**src/rtl/edit_ctrl.sv**
```systemverilog
// Button front-end: sync + debounce b1..b4, one-hot pause/shift/inc/dec pulses, inc/dec auto-repeat, idle auto-resume.
// Latency: pulse registered 1 cycle after a debounced fall (2 sync + DEBOUNCE_MS ticks + 1 cycle from raw edge).
// Backpressure: none; presses losing priority in a cycle are dropped, never queued.
module edit_ctrl #(
    parameter int SYS_FREQ        = 24000000,
    parameter int DEBOUNCE_MS     = 20,
    parameter int REPEAT_DELAY_MS = 500,
    parameter int REPEAT_RATE_MS  = 100,
    parameter int IDLE_TIMEOUT_S  = 30
) (
    input  logic clk,
    input  logic rst_n,
    input  logic b1,
    input  logic b2,
    input  logic b3,
    input  logic b4,
    input  logic paused,
    output logic pause_pulse,
    output logic shift_pulse,
    output logic inc_pulse,
    output logic dec_pulse,
    output logic rep_active,
    output logic timeout_evt
);
    localparam int TICK_DIV = SYS_FREQ / 1000;
    localparam int TW   = (TICK_DIV > 1) ? $clog2(TICK_DIV) : 1;
    localparam int DW   = $clog2(DEBOUNCE_MS + 1);
    localparam int RMAX = (REPEAT_DELAY_MS > REPEAT_RATE_MS) ? REPEAT_DELAY_MS : REPEAT_RATE_MS;
    localparam int RW   = $clog2(RMAX + 1);
    localparam int SW   = $clog2(IDLE_TIMEOUT_S + 2);

    localparam logic [1:0] S_IDLE   = 2'd0;
    localparam logic [1:0] S_DELAY  = 2'd1;
    localparam logic [1:0] S_REPEAT = 2'd2;

    logic [TW-1:0] tick_cnt;
    logic          tick;
    logic [3:0]    raw, sync1, sync2, deb, deb_d, press;
    logic [DW-1:0] dcnt [4];
    logic          acc_pause, acc_shift, acc_inc, acc_dec, any_acc;
    logic [1:0]    state, state_nx;
    logic          key, key_nx, key_deb;
    logic [RW-1:0] rcnt, rcnt_nx;
    logic          rep_fire;
    logic [9:0]    ms_cnt;
    logic [SW-1:0] sec_cnt;
    logic          idle_en, to_fire;
    logic          p_pause, p_shift, p_inc, p_dec, p_evt, any_fire;

    assign raw  = {b4, b3, b2, b1};
    assign tick = (tick_cnt == TW'(TICK_DIV - 1));

    always_ff @(posedge clk or negedge rst_n) begin
        if (!rst_n) begin
            tick_cnt <= '0;
        end else if (tick) begin
            tick_cnt <= '0;
        end else begin
            tick_cnt <= tick_cnt + TW'(1);
        end
    end

    // Debounce: deb follows sync2 only after DEBOUNCE_MS consecutive ticks of disagreement.
    always_ff @(posedge clk or negedge rst_n) begin
        if (!rst_n) begin
            sync1 <= '1;
            sync2 <= '1;
            deb   <= '1;
            deb_d <= '1;
            for (int i = 0; i < 4; i++) dcnt[i] <= '0;
        end else begin
            sync1 <= raw;
            sync2 <= sync1;
            deb_d <= deb;
            for (int i = 0; i < 4; i++) begin
                if (sync2[i] == deb[i]) begin
                    dcnt[i] <= '0;
                end else if (tick) begin
                    if (dcnt[i] == DW'(DEBOUNCE_MS - 1)) begin
                        deb[i]  <= sync2[i];
                        dcnt[i] <= '0;
                    end else begin
                        dcnt[i] <= dcnt[i] + DW'(1);
                    end
                end
            end
        end
    end

    assign press     = deb_d & ~deb;
    assign acc_pause = press[0];
    assign acc_shift = !press[0] && press[1] && paused;
    assign acc_inc   = !press[0] && !press[1] && press[2] && paused;
    assign acc_dec   = !press[0] && !press[1] && !press[2] && press[3] && paused;
    assign any_acc   = acc_pause || acc_shift || acc_inc || acc_dec;
    assign key_deb   = key ? deb[3] : deb[2];

    always_comb begin
        state_nx = state;
        key_nx   = key;
        rcnt_nx  = rcnt;
        rep_fire = 1'b0;
        if (acc_inc || acc_dec) begin
            state_nx = S_DELAY;
            key_nx   = acc_dec;
            rcnt_nx  = '0;
        end else if (state != S_IDLE) begin
            if (key_deb || !paused || acc_pause || acc_shift) begin
                state_nx = S_IDLE;
                rcnt_nx  = '0;
            end else if (tick) begin
                if ((state == S_DELAY  && rcnt == RW'(REPEAT_DELAY_MS - 1)) ||
                    (state == S_REPEAT && rcnt == RW'(REPEAT_RATE_MS - 1))) begin
                    rep_fire = 1'b1;
                    state_nx = S_REPEAT;
                    rcnt_nx  = '0;
                end else begin
                    rcnt_nx = rcnt + RW'(1);
                end
            end
        end
    end

    assign idle_en = paused && (state == S_IDLE);
    assign to_fire = (IDLE_TIMEOUT_S != 0) && idle_en && tick &&
                     (ms_cnt == 10'd999) && (sec_cnt == SW'(IDLE_TIMEOUT_S - 1));

    // A press always beats the timeout; rep_fire never coexists with a press by construction.
    assign p_evt    = to_fire && !any_acc;
    assign p_pause  = acc_pause || p_evt;
    assign p_shift  = acc_shift;
    assign p_inc    = acc_inc || (rep_fire && !key);
    assign p_dec    = acc_dec || (rep_fire && key);
    assign any_fire = p_pause || p_shift || p_inc || p_dec;

    always_ff @(posedge clk or negedge rst_n) begin
        if (!rst_n) begin
            state       <= S_IDLE;
            key         <= 1'b0;
            rcnt        <= '0;
            ms_cnt      <= '0;
            sec_cnt     <= '0;
            pause_pulse <= 1'b0;
            shift_pulse <= 1'b0;
            inc_pulse   <= 1'b0;
            dec_pulse   <= 1'b0;
            timeout_evt <= 1'b0;
        end else begin
            state       <= state_nx;
            key         <= key_nx;
            rcnt        <= rcnt_nx;
            pause_pulse <= p_pause;
            shift_pulse <= p_shift;
            inc_pulse   <= p_inc;
            dec_pulse   <= p_dec;
            timeout_evt <= p_evt;
            if (!idle_en || any_fire) begin
                ms_cnt  <= '0;
                sec_cnt <= '0;
            end else if (tick && IDLE_TIMEOUT_S != 0) begin
                if (ms_cnt == 10'd999) begin
                    ms_cnt  <= '0;
                    sec_cnt <= sec_cnt + SW'(1);
                end else begin
                    ms_cnt <= ms_cnt + 10'd1;
                end
            end
        end
    end

    assign rep_active = (state != S_IDLE);

endmodule

```
**config.mk**
```make
export PLATFORM = sky130hd
export DESIGN_NAME = edit_ctrl
export DESIGN_NICKNAME = d
export VERILOG_FILES = /design/src/rtl/edit_ctrl.sv
export SDC_FILE = /design/constraint.sdc
export NUM_CORES = 1
export LEC_CHECK = 0
export CORE_UTILIZATION = 55
export CTS_CLUSTER_DIAMETER = 50
export DETAILED_ROUTE_END_ITERATION = 12
export HOLD_SLACK_MARGIN = 0.02
export PLACE_DENSITY_LB_ADDON = 0.2
export SYNTH_ARGS = -nofsm -noshare
export SYNTH_HDL_FRONTEND = slang
export SYNTH_SLANG_ARGS = --single-unit
```
**constraint.sdc**
```tcl
create_clock -name clk -period 6.87 [get_ports clk]
set_input_delay 0.687 -clock clk [delete_from_list [all_inputs] [get_ports clk]]
set_output_delay 0.687 -clock clk [all_outputs]
set_load 0.01 [all_outputs]
```
==> flow_summary.yaml <==
status:
  status: "finished, final reports clean"
setup_path:
  r2r-end: "ms_cnt[3]"
  startpoint: "tick_cnt[6]"
  crit_fanout: 14
  worstSetupEndpointType: "flip-flop"
  r2r_slack_ns: 4.17
  worstPathArrival_ns: 3.00
  startpoint_type: "flip-flop"
  timing.rr.start: "tick_cnt[6]"
  rr_worst_depth: 5
  cp_data_required_time_ns: 7.16
  path_class: "reg2reg"
floorplan:
  rows: 30
  fp.dieW_um: 86.1
  start_util_pct: 57.2
  die_y_um: 86.1
  ios: 13
  core_um2: 6790
  die-area_um2: 7410
timing:
  max_freq_ghz: 0.370
  slew_headroom_pct: 24.4
  fin_hold_ws_ns: 0.360
  tightest_slew_ns: 1.12
  setup_viol: 0
  drv_slew: 0
  min_period_ns: 2.70
  finClkSkew_ns: 0.00842
  setup-tns-final_ns: 0
  period_share_pct: 39.4
  rsz0062_at_grt: "false"
  finalHoldViolations: 0
  worst_slack_ns: 4.17
pwr:
  p_comb_share_pct: 2.1
  power.internal_uw: 733
  p_switching_uw: 183
  leakage_nw: 1.85
  ir_worst_vdd_v: 0.000123
  power_uw: 916
  powerDensity_nw_per_um2: 211
  switching_share_pct: 20.0
  pwr-share-clk_pct: 44.0
  p_seq_share_pct: 53.9
global_route:
  grt_max_degree: 84
  grt_pass1_vias: 2675
  grt_pass1_wl_um: 12000
  antenna_found_initial: 0
  grt_overflow: 0
  track_usage_pct: 20.7
drt:
  via_per_inst: 5.60
  wl_um: 6810
  drt_iter0_drc: 176
  wire_per_inst_um: 13.5
  drc: 0
  vias: 2822
  ant_nets: 0
  dr.pass1.iters: 6
clock_tree:
  cts_made_buffers: 9
  worstSkewPairLatency_ns: 0.35
  cts_tree: "done"
  cts_max_level: 3
  cts_hold_buf: 0
  clk_pin_slew_ns: 0.08
  root_buffer: "clkbuf_8"
  cts-resized-gates: 0
  postCtsSetupBuffers: 0
  clkSinkCount: 83
  cts_buffer_depth: 2
logic_synthesis:
  synth-xor-area-share_pct: 6.76
  syn-instance-count: 387
  muxShareOfSynthArea_pct: 1.71
  yosys.area_share.simple_pct: 24.9
  synth_top_family_by_area: "simple AND/OR/NAND/NOR gates"
  synth.ff_latch_count: 83
  synth-compound-area-share_pct: 8.56
  ys_warn_count: 0
  synth_adder_area_share_pct: 2.90
  synth_top_area_share_pct: 43.1
  avgSynthCellArea_um2: 10.0
  synth_area_leaders: "dfrtp_1, dfstp_2, nor2_1, nand2_1, xnor2_1"
  seq_area_frac_synth_pct: 53.9
  yosys.area.top_type: "dfrtp_1"
  netlist_area_um2: 3890
  synth.distinct_cells: 41
  synth_fp_nets: 403
layout:
  final_area_um2: 4340
  syn2layout_area_growth_pct: 11.6
  nets: 419
  finalNonFillerCells: 504
  diodes: 0
  drive_gt1_share_pct: 10.5
  fillers: 541
  postLayoutCoreUtil_pct: 63.9
placed_design:
  gp_congestion: 0.790
  place_inst: 488
  hpwl_um: 4450
  port_buffers: 12
  post-place-ws_ns: 4.00
  placed_area_um2: 4100
worst_hold_path:
  hold_depth: 0
  worstHoldStart: "sync1[0]"
  min_to: "sync2[0]"
  min_path_type: "reg2reg"
flow_run:
  maxCapViolations: 0
sequential cells by signal, indices dropped and copies added (netlist names):
register and count:
state 2, pause_pulse 1, deb_d 4, deb 4, shift_pulse 1, tick_cnt 15
ms_cnt 10, sync1 4, timeout_evt 1, sec_cnt 5, rcnt 9, dec_pulse 1
dcnt 20, sync2 4, inc_pulse 1, key 1
cells by family (layout without fill, tap and decap cells):
family	count (synthesis)	in the layout
simple gates	187	187
xor+xnor	30	30
flops	83	83
mux	6	6
buf+inv	13	34
fa+ha+maj	9	9
compound gates	59	59
power groups by stage:
| stage | sequential (mW) | combinational (mW) | clock, mW |
|---|---|---|---|
| global placement | 0.503 | 0.0199 | 0 |
| global route | 0.494 | 0.0226 | 0.433 |
| finish | 0.494 | 0.0191 | 0.403 |
| CTS | 0.494 | 0.0201 | 0.414 |
| detailed placement | 0.503 | 0.0199 | 0 |
| floorplan | 0.503 | 0.00548 | 0 |
worst max-delay path by stage:
stage,endpoint,slack (ns)
detailed placement,sec_cnt[0],4.00
finish,ms_cnt[3],4.17
global route,ms_cnt[3],3.95
floorplan,rcnt[7],4.50
global placement,sec_cnt[0],4.00
CTS,ms_cnt[3],4.14
synth_stat cells:
| cell type | instances |
|---|---|
| mux2_2 | 5 |
| o21ai_0 | 24 |
| nor3b_1 | 5 |
| mux2i_1 | 1 |
| nand2_1 | 42 |
| a22o_1 | 2 |
| xnor2_1 | 18 |
| dfrtp_1 | 67 |
| nand4b_1 | 1 |
| nor2_1 | 43 |
| or4b_4 | 1 |
| or3_1 | 1 |
| o21a_1 | 2 |
| ha_1 | 9 |
| nand3_1 | 19 |
| nand3b_1 | 5 |
| xor2_1 | 12 |
| o21bai_1 | 1 |
| or2_1 | 1 |
| o31ai_1 | 5 |
| or4_1 | 3 |
| and2_1 | 1 |
| nor3_1 | 20 |
| dfstp_2 | 16 |
| o41ai_1 | 1 |
| nor4_2 | 1 |
| clkbuf_1 | 8 |
| nand2b_1 | 7 |
| nor2b_1 | 11 |
| a2111oi_0 | 1 |
| a211oi_1 | 1 |
| nand4_1 | 9 |
| a21oi_1 | 22 |
| inv_1 | 5 |
| nor4b_1 | 1 |
| or2_2 | 1 |
| nor4_1 | 4 |
| and3_1 | 6 |
| nor4_4 | 1 |
| or3b_2 | 1 |
| and4_1 | 3 |
metal layers:
metal | global-route usage [%] | share of wire, %
met2 | 34.0 | 47
met3 | 5.49 | 3.8
met1 | 27.1 | 48
met4 | 6.36 | 1.3
met5 | 0 | 0
cell type report:
class,instances,area [um^2],share of cell area [%]
Sequential cell,83,2100,48.3
Multi-Input combinational cell,291,1740,40.1
Clock buffer,13,169,3.89
Timing Repair Buffer,13,125,2.88
Tap cell,96,120,2.77
Clock inverter,3,68.8,1.59
Inverter,5,18.8,0.432
placed cells by master, fill, tap and decap left out, types with 3 or more instances in the layout:
| cell type | count |
|---|---|
| nor2b_1 | 11 |
| clkdlybuf4s50_1 | 11 |
| o21ai_0 | 24 |
| nand2_1 | 42 |
| nand3b_1 | 5 |
| nand2b_1 | 7 |
| dfstp_2 | 16 |
| or4_1 | 3 |
| nor4_1 | 4 |
| clkbuf_8 | 12 |
| inv_1 | 5 |
| xnor2_1 | 18 |
| ha_1 | 9 |
| xor2_1 | 12 |
| and3_1 | 6 |
| a21oi_1 | 22 |
| nand3_1 | 19 |
| and4_1 | 3 |
| mux2_2 | 5 |
| nand4_1 | 9 |
| nor2_1 | 43 |
| dfrtp_1 | 67 |
| o31ai_1 | 5 |
| nor3_1 | 20 |
| nor3b_1 | 5 |
worst max-delay path, stage by stage, from the launching register on:
cell	delay (ns)
dfrtp_1	0.43
or4b_4	0.58
nor4_4	0.44
nand4b_1	0.52
or3b_2	0.61
nand2_1	0.07
Power figures use the tool's default switching activity.
